## config.mk

```make
export PLATFORM = sky130hd
export DESIGN_NAME = pcm_stream
export DESIGN_NICKNAME = d
export VERILOG_FILES = /design/src/rtl/pcm_stream_pkg.sv /design/src/rtl/pcm_stream_fifo.sv /design/src/rtl/pcm_stream.sv
export SDC_FILE = /design/constraint.sdc
export NUM_CORES = 1
export LEC_CHECK = 0
export ABC_AREA = 0
export CAP_MARGIN = 25
export CORE_ASPECT_RATIO = 0.9
export CORE_MARGIN = 2
export CORE_UTILIZATION = 65
export CTS_CLUSTER_SIZE = 24
export DETAILED_ROUTE_END_ITERATION = 8
export GPL_TIMING_DRIVEN = 1
export MAX_ROUTING_LAYER = met4
export PLACE_DENSITY = 0.84
export SYNTH_ARGS = -nofsm -noshare
export SYNTH_HDL_FRONTEND = slang
export SYNTH_SLANG_ARGS = --single-unit
```

## constraint.sdc

```tcl
create_clock -name clk -period 5.2 [get_ports clk]
set_clock_uncertainty 0.05 [all_clocks]
set_input_delay 1.04 -clock clk [delete_from_list [all_inputs] [get_ports clk]]
set_output_delay 1.04 -clock clk [all_outputs]
set_load 0.02 [all_outputs]
```

## src/rtl/pcm_stream_pkg.sv

```systemverilog
// Shared audio constants: sample format, tick divider, FIFO depth and register map for the PCM block.
// Also used by synth_interface.
package pcm_stream_pkg;

  localparam int PCM_BITDEPTH        = 14;
  localparam int PCM_SAMPLECLOCK_DIV = 8;
  localparam int PCM_FIFO_DEPTH      = 64;

  localparam logic [3:0] REG_DATA   = 4'd0;
  localparam logic [3:0] REG_CTRL   = 4'd1;
  localparam logic [3:0] REG_STATUS = 4'd2;

  localparam int CTRL_ENABLE_BIT     = 0;
  localparam int CTRL_FLUSH_BIT      = 1;
  localparam int STATUS_UNDERRUN_BIT = 10;
  localparam int STATUS_OVERFLOW_BIT = 11;

  typedef struct packed {
    logic [18:0] rsvd;
    logic        enable;
    logic        overflow;
    logic        underrun;
    logic        full;
    logic        empty;
    logic [7:0]  count;
  } status_t;

  function automatic logic [31:0] pack_status(input logic [7:0] count, input logic empty,
                                              input logic full, input logic underrun,
                                              input logic overflow, input logic enable);
    status_t s;
    s          = '0;
    s.count    = count;
    s.empty    = empty;
    s.full     = full;
    s.underrun = underrun;
    s.overflow = overflow;
    s.enable   = enable;
    return s;
  endfunction

endpackage

```

## src/rtl/pcm_stream_fifo.sv

```systemverilog
// pcm_fifo: single-clock sample FIFO, combinational head read, flush beats push/pop.
// Latency: push visible at head next cycle; backpressure: caller must not push when full without a pop.
module pcm_fifo #(
  parameter int WIDTH = 14,
  parameter int DEPTH = 64
) (
  input  logic                     clk,
  input  logic                     rst,
  input  logic                     flush,
  input  logic                     push,
  input  logic                     pop,
  input  logic [WIDTH-1:0]         wdata,
  output logic [WIDTH-1:0]         rdata,
  output logic [$clog2(DEPTH):0]   count,
  output logic                     full,
  output logic                     empty
);
  localparam int AW = $clog2(DEPTH);
  localparam int CW = AW + 1;

  logic [WIDTH-1:0] mem [DEPTH];
  logic [AW-1:0]    wr_ptr;
  logic [AW-1:0]    rd_ptr;

  always_ff @(posedge clk or posedge rst) begin
    if (rst) begin
      wr_ptr <= '0;
      rd_ptr <= '0;
      count  <= '0;
    end else if (flush) begin
      wr_ptr <= '0;
      rd_ptr <= '0;
      count  <= '0;
    end else begin
      if (push) wr_ptr <= wr_ptr + AW'(1);
      if (pop)  rd_ptr <= rd_ptr + AW'(1);
      count <= count + CW'(push) - CW'(pop);
    end
  end

  always_ff @(posedge clk) begin
    if (push && !flush) mem[wr_ptr] <= wdata;
  end

  assign rdata = mem[rd_ptr];
  assign full  = (count == CW'(DEPTH));
  assign empty = (count == '0);

endmodule

```

## src/rtl/pcm_stream.sv

```systemverilog
// pcm_stream: CPU-fed PCM FIFO played out one sample per 2**SAMPLECLOCK_DIV clocks; PCM_STREAM_IRQ_EN adds low-water irq.
// Latency: register access completes next cycle; backpressure: pushes to a full FIFO are dropped and flagged.
module pcm_stream
  import pcm_stream_pkg::*;
#(
  parameter int BITDEPTH        = PCM_BITDEPTH,
  parameter int DEPTH           = PCM_FIFO_DEPTH,
  parameter int SAMPLECLOCK_DIV = PCM_SAMPLECLOCK_DIV
) (
  input  logic                clk,
  input  logic                rst,
  input  logic [3:0]          addr,
  input  logic [31:0]         data_in,
  input  logic                wen,
  input  logic                ren,
  output logic [31:0]         data_out,
  output logic                ready,
  output logic [BITDEPTH-1:0] pcm_out,
  output logic                pcm_valid,
  output logic                irq
);
  localparam int CW = $clog2(DEPTH) + 1;

  logic [SAMPLECLOCK_DIV-1:0] div_cnt;
  logic                       tick;
  logic                       enable;
  logic                       underrun;
  logic                       overflow;
  logic [CW-1:0]              count;
  logic                       full;
  logic                       empty;
  logic [BITDEPTH-1:0]        rdata;
  logic                       wr_data, wr_ctrl, wr_status;
  logic                       flush, pop, push, push_drop, underrun_set;
  logic [31:0]                rd_mux;
  logic                       unused_data;

  assign unused_data = ^data_in[31:BITDEPTH];

  assign tick      = &div_cnt;
  assign wr_data   = wen && (addr == REG_DATA);
  assign wr_ctrl   = wen && (addr == REG_CTRL);
  assign wr_status = wen && (addr == REG_STATUS);
  assign flush     = wr_ctrl && data_in[CTRL_FLUSH_BIT];

  // A flush swallows a coincident tick's pop so pcm_out keeps its value.
  assign pop          = tick && enable && !empty && !flush;
  assign push         = wr_data && (!full || pop);
  assign push_drop    = wr_data && full && !pop;
  assign underrun_set = tick && enable && empty;

  pcm_fifo #(.WIDTH(BITDEPTH), .DEPTH(DEPTH)) u_fifo (
    .clk   (clk),
    .rst   (rst),
    .flush (flush),
    .push  (push),
    .pop   (pop),
    .wdata (data_in[BITDEPTH-1:0]),
    .rdata (rdata),
    .count (count),
    .full  (full),
    .empty (empty)
  );

  always_comb begin
    rd_mux = '0;
    case (addr)
      REG_CTRL:   rd_mux = {31'd0, enable};
      REG_STATUS: rd_mux = pack_status(8'(count), empty, full, underrun, overflow, enable);
      default:    rd_mux = '0;
    endcase
  end

  always_ff @(posedge clk or posedge rst) begin
    if (rst) begin
      div_cnt   <= '0;
      enable    <= 1'b0;
      underrun  <= 1'b0;
      overflow  <= 1'b0;
      pcm_out   <= '0;
      pcm_valid <= 1'b0;
      ready     <= 1'b0;
      data_out  <= '0;
    end else begin
      div_cnt   <= div_cnt + SAMPLECLOCK_DIV'(1);
      pcm_valid <= tick;
      ready     <= wen || ren;
      data_out  <= ren ? rd_mux : 32'd0;
      if (wr_ctrl) enable <= data_in[CTRL_ENABLE_BIT];
      // Setting events take precedence over a software clear in the same cycle.
      if (underrun_set)                                 underrun <= 1'b1;
      else if (wr_status && data_in[STATUS_UNDERRUN_BIT]) underrun <= 1'b0;
      if (push_drop)                                    overflow <= 1'b1;
      else if (wr_status && data_in[STATUS_OVERFLOW_BIT]) overflow <= 1'b0;
      if (!enable)  pcm_out <= '0;
      else if (pop) pcm_out <= rdata;
    end
  end

`ifdef PCM_STREAM_IRQ_EN
  always_ff @(posedge clk or posedge rst) begin
    if (rst) irq <= 1'b0;
    else     irq <= enable && (count <= CW'(DEPTH / 2));
  end
`else
  assign irq = 1'b0;
`endif

endmodule

```

# --- Word level (Yosys, flattened, before mapping) ---
# Memories as Yosys holds them, arrays and structs flattened.
# Index checks and enable logic that the tools add are counted.
totals:
  regBits: 78
  ram_bits: 896
  input_bits: 40
  wordCells: 63
  n_memories: 1
op_classes:
  n_addsub: 5
  n_eq_ne: 4
  muxes: 15
  reduce_logical: 27
mem_list:
  columns: ["name", "depth", "word_bits", "rd", "rd_ports_with_merged_regs", "wr", "line", "text"]
  rows:
  - ["u_fifo.mem", 64, 14, 1, 0, 1, "pcm_stream_fifo.sv:21", "logic [WIDTH-1:0] mem [DEPTH];"]
op_table:
  columns: ["cell", "count"]
  rows:
  - ["two-way mux 32 bit", 1]
  - ["two-way mux 14 bit", 2]
  - ["case mux 13 bit (2 select lines)", 1]
  - ["two-way mux 6 bit", 4]
  - ["logical AND 1 bit", 14]
  - ["adder 6 x 1 -> 6 bit (second input constant)", 2]
  - ["adder 8 x 1 -> 8 bit (second input constant)", 1]
  - ["AND reduction 8 bit", 1]
  - ["nonzero test 2 bit", 4]
  - ["adder 7 x 1 -> 7 bit", 1]
  - ["equality test 7 bit (second input constant)", 1]
  - ["logical NOT 7 bit", 1]
  - ["two-way mux 7 bit", 1]
  - ["subtractor 7 x 1 -> 7 bit", 1]
  - ["two-way mux 1 bit", 6]
  - ["equality test 4 x 1 -> 1 bit (second input constant)", 1]
  - ["equality test 4 x 2 -> 1 bit (second input constant)", 1]
  - ["logical NOT 1 bit", 4]
  - ["logical NOT 4 bit", 1]
  - ["logical OR 1 bit", 2]
  - ["inequality test 2 x 1 -> 1 bit (second input constant)", 1]

# --- Longest topological paths before layout ---
logic_depth:
  word_depth: 10
  depth_mapped: 16
  depth_no_buf: 15

# --- By module ---
# Synthesis repeated with hierarchy kept, for this count alone.
unflattened:
  hier_cells: 1904
  area_unflattened_um2: 37469.7
modules_own_cells:
  columns: ["module", "instances", "cells_per_inst", "area_per_inst_um2", "seq_area_each_um2"]
  rows:
  - ["pcm_fifo", 1, 1744, 35700.5, 27381.3]
  - ["pcm_stream", 1, 160, 1769.2, 975.9]

# --- Worst setup path after synthesis ---
# OpenSTA, ideal clock, no wires.
synth_timing:
  path_kind: "reg-to-reg"
  from: "reg u_fifo.count[4]"
  to: "reg u_fifo.count[6]"
  setup_time_ns: 0.077
  arrival_ns: 3.403
  slack_ns: 1.669
  path_stages_with_launch: 17
  path_buffers: 1
  synth_period_minus_slack_ns: 3.531
  path_cell_list: "dfrtp_1 > inv_1 > ha_1 > and4bb_4 > a2111oi_4 > nand2_1 > clkbuf_1 > nand2_1 > nand2_1 > ha_1 > fa_1 > a21oi_1 > o21bai_1 > a21oi_1 > nor2_1 > or3_1 > a21oi_1"
synth_via:
  elab_chain_len: 9
  elab_cells_between_ends: 11
  classes_between: "add/sub (2); eq/ne (1); mux (1); reduce/logical (7)"
synth_rtl:
  columns: ["item", "line", "text"]
  rows:
  - ["start: declaration", "pcm_stream_fifo.sv:14", "output logic [$clog2(DEPTH):0] count,"]
  - ["start signal: assignment", "pcm_stream_fifo.sv:37", "count <= count + CW'(push) - CW'(pop);"]
  - ["logical NOT 7 bit", "pcm_stream_fifo.sv:47", "assign empty = (count == '0);"]
  - ["logical NOT 1 bit", "pcm_stream.sv:47", "assign pop = tick && enable && !empty && !flush;"]
  - ["logical AND 1 bit (2 in series)", "pcm_stream.sv:47", null]
  - ["logical OR 1 bit", "pcm_stream.sv:48", "assign push = wr_data && (!full || pop);"]
  - ["logical AND 1 bit", "pcm_stream.sv:48", null]
  - ["adder 7 x 1 -> 7 bit", "pcm_stream_fifo.sv:37", null]
  - ["subtractor 7 x 1 -> 7 bit *", "pcm_stream_fifo.sv:37", null]
  - ["two-way mux 7 bit *", "pcm_stream_fifo.sv:30", "end else if (flush) begin"]
# Every way passes the cells marked *; elsewhere a longest branch is shown, timed or not.
# A chain may end at the register's enable or synchronous reset.

# --- Worst setup path after layout ---
layout_timing:
  from: "in addr[0]"
  to: "mem u_fifo.mem[10][5] (enable)"
layout_via:
  elab_chain_len: 10
  elab_cells_between_ends: 12
  classes_between: "eq/ne (1); mux (2); reduce/logical (9)"
layout_rtl:
  columns: ["item", "line", "text"]
  rows:
  - ["start: declaration", "pcm_stream.sv:12", "input logic [3:0] addr,"]
  - ["equality test 4 x 1 -> 1 bit", "pcm_stream.sv:42", "assign wr_ctrl = wen && (addr == REG_CTRL);"]
  - ["logical AND 1 bit", "pcm_stream.sv:42", null]
  - ["logical AND 1 bit", "pcm_stream.sv:44", "assign flush = wr_ctrl && data_in[CTRL_FLUSH_BIT];"]
  - ["logical NOT 1 bit", "pcm_stream_fifo.sv:42, pcm_stream.sv:47", null]
  - ["logical AND 1 bit", "pcm_stream.sv:47", null]
  - ["logical OR 1 bit", "pcm_stream.sv:48", null]
  - ["logical AND 1 bit", "pcm_stream.sv:48", null]
  - ["logical AND 1 bit *", "pcm_stream_fifo.sv:42", "if (push && !flush) mem[wr_ptr] <= wdata;"]
  - ["two-way mux 1 bit *", "pcm_stream_fifo.sv:42", null]
  - ["two-way mux 1 bit (implied by the code) *", "pcm_stream_fifo.sv:42", null]
  - ["end: declaration", "pcm_stream_fifo.sv:21", null]
# Marks and branches as above.

==> results.tsv <==
stage	metric	value	unit
global_route	grt_first_pass_wirelength	129000	um
logic_synthesis	synthXorXnorAreaFrac	0.00425	
layout	nNetsFinal	1970	
logic_synthesis	avgSynthCellArea	20.9	um2
logic_synthesis	ys_types	50	
cts	numCtsBuffers	88	
global_route	grt_pass1_vias	19109	
logic_synthesis	synth_edf_count	896	
cts	cts_sinks	954	
sta	final_hold_viol_count	0	
logic_synthesis	ys_ff_latch	954	
worst_setup_path	worstRegToRegCells	7	
logic_synthesis	synthAdderAreaFrac	0.00425	
floorplan	dieArea	0.0590	mm2
cts	cts_root_buffer	clkbuf_16	
power_and_ir_drop	p_leak	0.0138	uW
sta	tns	0	ns
drt	drc_errors	0	
worst_setup_path	startpoint	addr[0]	
floorplan	rows	83	
drt	via_per_inst	6.87	
sta	fmax	238	MHz
global_route	antenna_found_initial	1	
place	dpl.hpwl	48000	um
logic_synthesis	synth_compound_area_frac	0.0213	
sta	fin_crit	4.21	ns
cts	cts_tree	done	
cts	cts_setup_buffers	0	
layout	finish.instance_area	0.0419	mm2
hold_path	min_path_type	reg -> reg	
drt	drt-initial-drc-count	2851	
sta	slew_headroom	0.274	
worst_setup_path	cp_num_buf_inv	1	
status	outcome	finished, final reports clean	
logic_synthesis	muxShareOfSynthArea	0.160	
place	gp_congestion	0.944	
run	drv_cap	0	
logic_synthesis	synth_top_area_frac	0.725	
floorplan	start_util	0.654	
logic_synthesis	ys_warn_count	0	
drt	antenna_left	0	
drt	routedWlPerCell	32.0	um
sta	worst_slack	0.994	ns
drt	first_pass_iters	6	
cts	ctsResizeCount	0	
worst_setup_path	cp-endpoint	u_fifo.mem[10][5]	
logic_synthesis	ys_seq_area_frac	0.764	
sta	maxSlewViolCount	0	
worst_setup_path	setup.worst_path.class	in -> reg	
worst_setup_path	cp_slowest_cell	or4b_1	
logic_synthesis	synth_common_cells	896 x edfxtp_1, 224 x mux4_2, 110 x nor2_1	
logic_synthesis	syn_inst	1773	
worst_setup_path	critPathArrivalTime	4.41	ns
place	portBuffers	49	
logic_synthesis	synth_ff_type	edfxtp_1	
power_and_ir_drop	power.density	425	mW/mm2
cts	cts-hold-fix-buffers	0	
layout	fillCellCount	3013	
drt	wl_met2	43100	um
floorplan	core_region_area	0.0567	mm2
sta	rsz0062_at_grt	false	
worst_setup_path	end_kind	register	
layout	seq_area	0.0284	mm2
worst_setup_path	cp.depth	5	
logic_synthesis	syn_area	0.0371	mm2
global_route	grt.overflow.total	0	
layout	drive_gt1_frac	0.265	
logic_synthesis	ys_top_cells_by_area	edfxtp_1 73%, mux4_2 14%, dfrtp_1 3.9%	
cts	htree_num_levels	3	
floorplan	die_h	231	um
place	dpl_cell_area	0.0388	mm2
logic_synthesis	synth_top_cell_by_area	edfxtp_1	
drt	via_count	18933	
sta	setup_viol	0	
drt	wl_met3	9080	um
logic_synthesis	yosys.area_share.simple	0.0287	
worst_setup_path	startpoint_type	input pin	
logic_synthesis	synth.most_common_cell	edfxtp_1	
sta	finalCritPeriodShare	0.809	
global_route	grtUsageTotal	0.317	
logic_synthesis	synth_top_family_by_area	multiplexers	
layout	syn2layout_area_growth	12.8	%
cts	clock_latency	0.63	ns
cts	clkSlewWorstSetupHoldPaths	0.06	ns
global_route	grt_max_degree	68	
worst_setup_path	cp_max_fo	14	
logic_synthesis	synth-async-reset-ratio	0.0608	
layout	multiInputGateArea	0.00820	mm2
worst_setup_path	crit_path_max_incr_delay	0.93	ns
floorplan	ios	89	
worst_setup_path	required	5.41	ns
sta	worstMarginPinSlew	1.06	ns
worst_setup_path	r2r_start	u_fifo.count[2]	
drt	drt-met1-wl	32000	um
floorplan	die_w	256	um
place	preCtsSetupSlack	0.588	ns
worst_setup_path	cp_top_family	simple AND/OR/NAND/NOR gates	
worst_setup_path	worst_r2r_endpoint	u_fifo.mem[10][5]	
cts	cts_buffer_depth	3	
drt	top_layer	met4	
drt	wl	88200	um
power_and_ir_drop	vdd_drop_max	0.000347	V
hold_path	hold_start	pcm_out[7]	
worst_setup_path	regToRegSetupSlack	1.05	ns
worst_setup_path	path_cells	clkdlybuf4s50_1 -> nor3_1 -> o211ai_2 -> or4b_1 -> nor2_2	
[cell type report]
| type | count | area share |
|---|---|---|
| clock inverter | 40 | 0.0106 |
| multi-input combinational | 714 | 0.196 |
| tap | 765 | 0.0229 |
| antenna | 1 | 0.0000598 |
| sequential | 954 | 0.678 |
| timing repair buffer | 150 | 0.0316 |
| inverter | 10 | 0.000926 |
| clock buffer | 120 | 0.0604 |
[per-layer routing]
layer,GRT usage,up-vias
li1,-,7519
met1,0.426,9761
met2,0.491,1402
met3,0.0615,251
met4,0.123,0
met5,-,-
[report_power, final]
| group | switching, uW | leakage [uW] | internal [uW] | total, uW |
|---|---|---|---|---|
| registers | 173 | 0.00880 | 8460 | 8630 |
| clock network | 2740 | 0.00147 | 3850 | 6600 |
| logic | 1430 | 0.00349 | 1130 | 2560 |
[worst register-to-register path, delay by kind of cell (launching register included)]
family	cells	cell delay [ns]
buffers and inverters	1	0.09
adders and majority gates	1	0.20
DFF	1	0.36
and+or+nand+nor	3	2.01
AOI/OAI and AO/OA	2	1.07
[through the flow]
stage               std cells   util  hold slack [ns]  power, uW
floorplan                1793      -            0.385      10500
global placement         2587  0.684            0.400      11200
detailed placement       2590  0.685            0.410      11200
CTS                      2750  0.737            0.423      17800
global route             2754  0.738            0.434      18300
finish                   2754  0.738            0.421      17800
[sequential cells by signal, summed over array words and instances (netlist names)]
name and flops:
pcm_out 14, overflow 1, u_fifo.wr_ptr 6, u_fifo.mem 896
pcm_valid 1, u_fifo.count 7, data_out 12, u_fifo.rd_ptr 6
ready 1, enable 1, div_cnt 8, underrun 1
[how the worst min path moves through the flow]
stage                              end  slack (ns)  cells after the start
after floorplan             div_cnt[0]        0.39                      1
after global placement      div_cnt[0]        0.40                      1
after detailed placement   pcm_out[11]        0.41                      2
after CTS                 data_out[10]        0.42                      1
after global routing        pcm_out[7]        0.43                      2
final                       pcm_out[7]        0.42                      2
[cell families after synthesis]
logic type	Yosys count
flops	954
mux	311
simple gates	234
buf+inv	125
compound gates	118
xor+xnor	18
fa+ha+maj	12
other cells	1
[placed cells by master, fill, tap and decap left out, drive strengths merged, types with 20 or more instances in the layout]
cell type	count
o21ai	20
edfxtp	896
clkinv	30
a21oi	22
clkdlybuf4s50	35
mux2	29
buf	115
mux2i	58
o22ai	28
clkbuf	120
mux4	224
nand2	60
conb	21
dfrtp	58
nor2	118
Note: power is estimated with default switching activity, not from simulation.
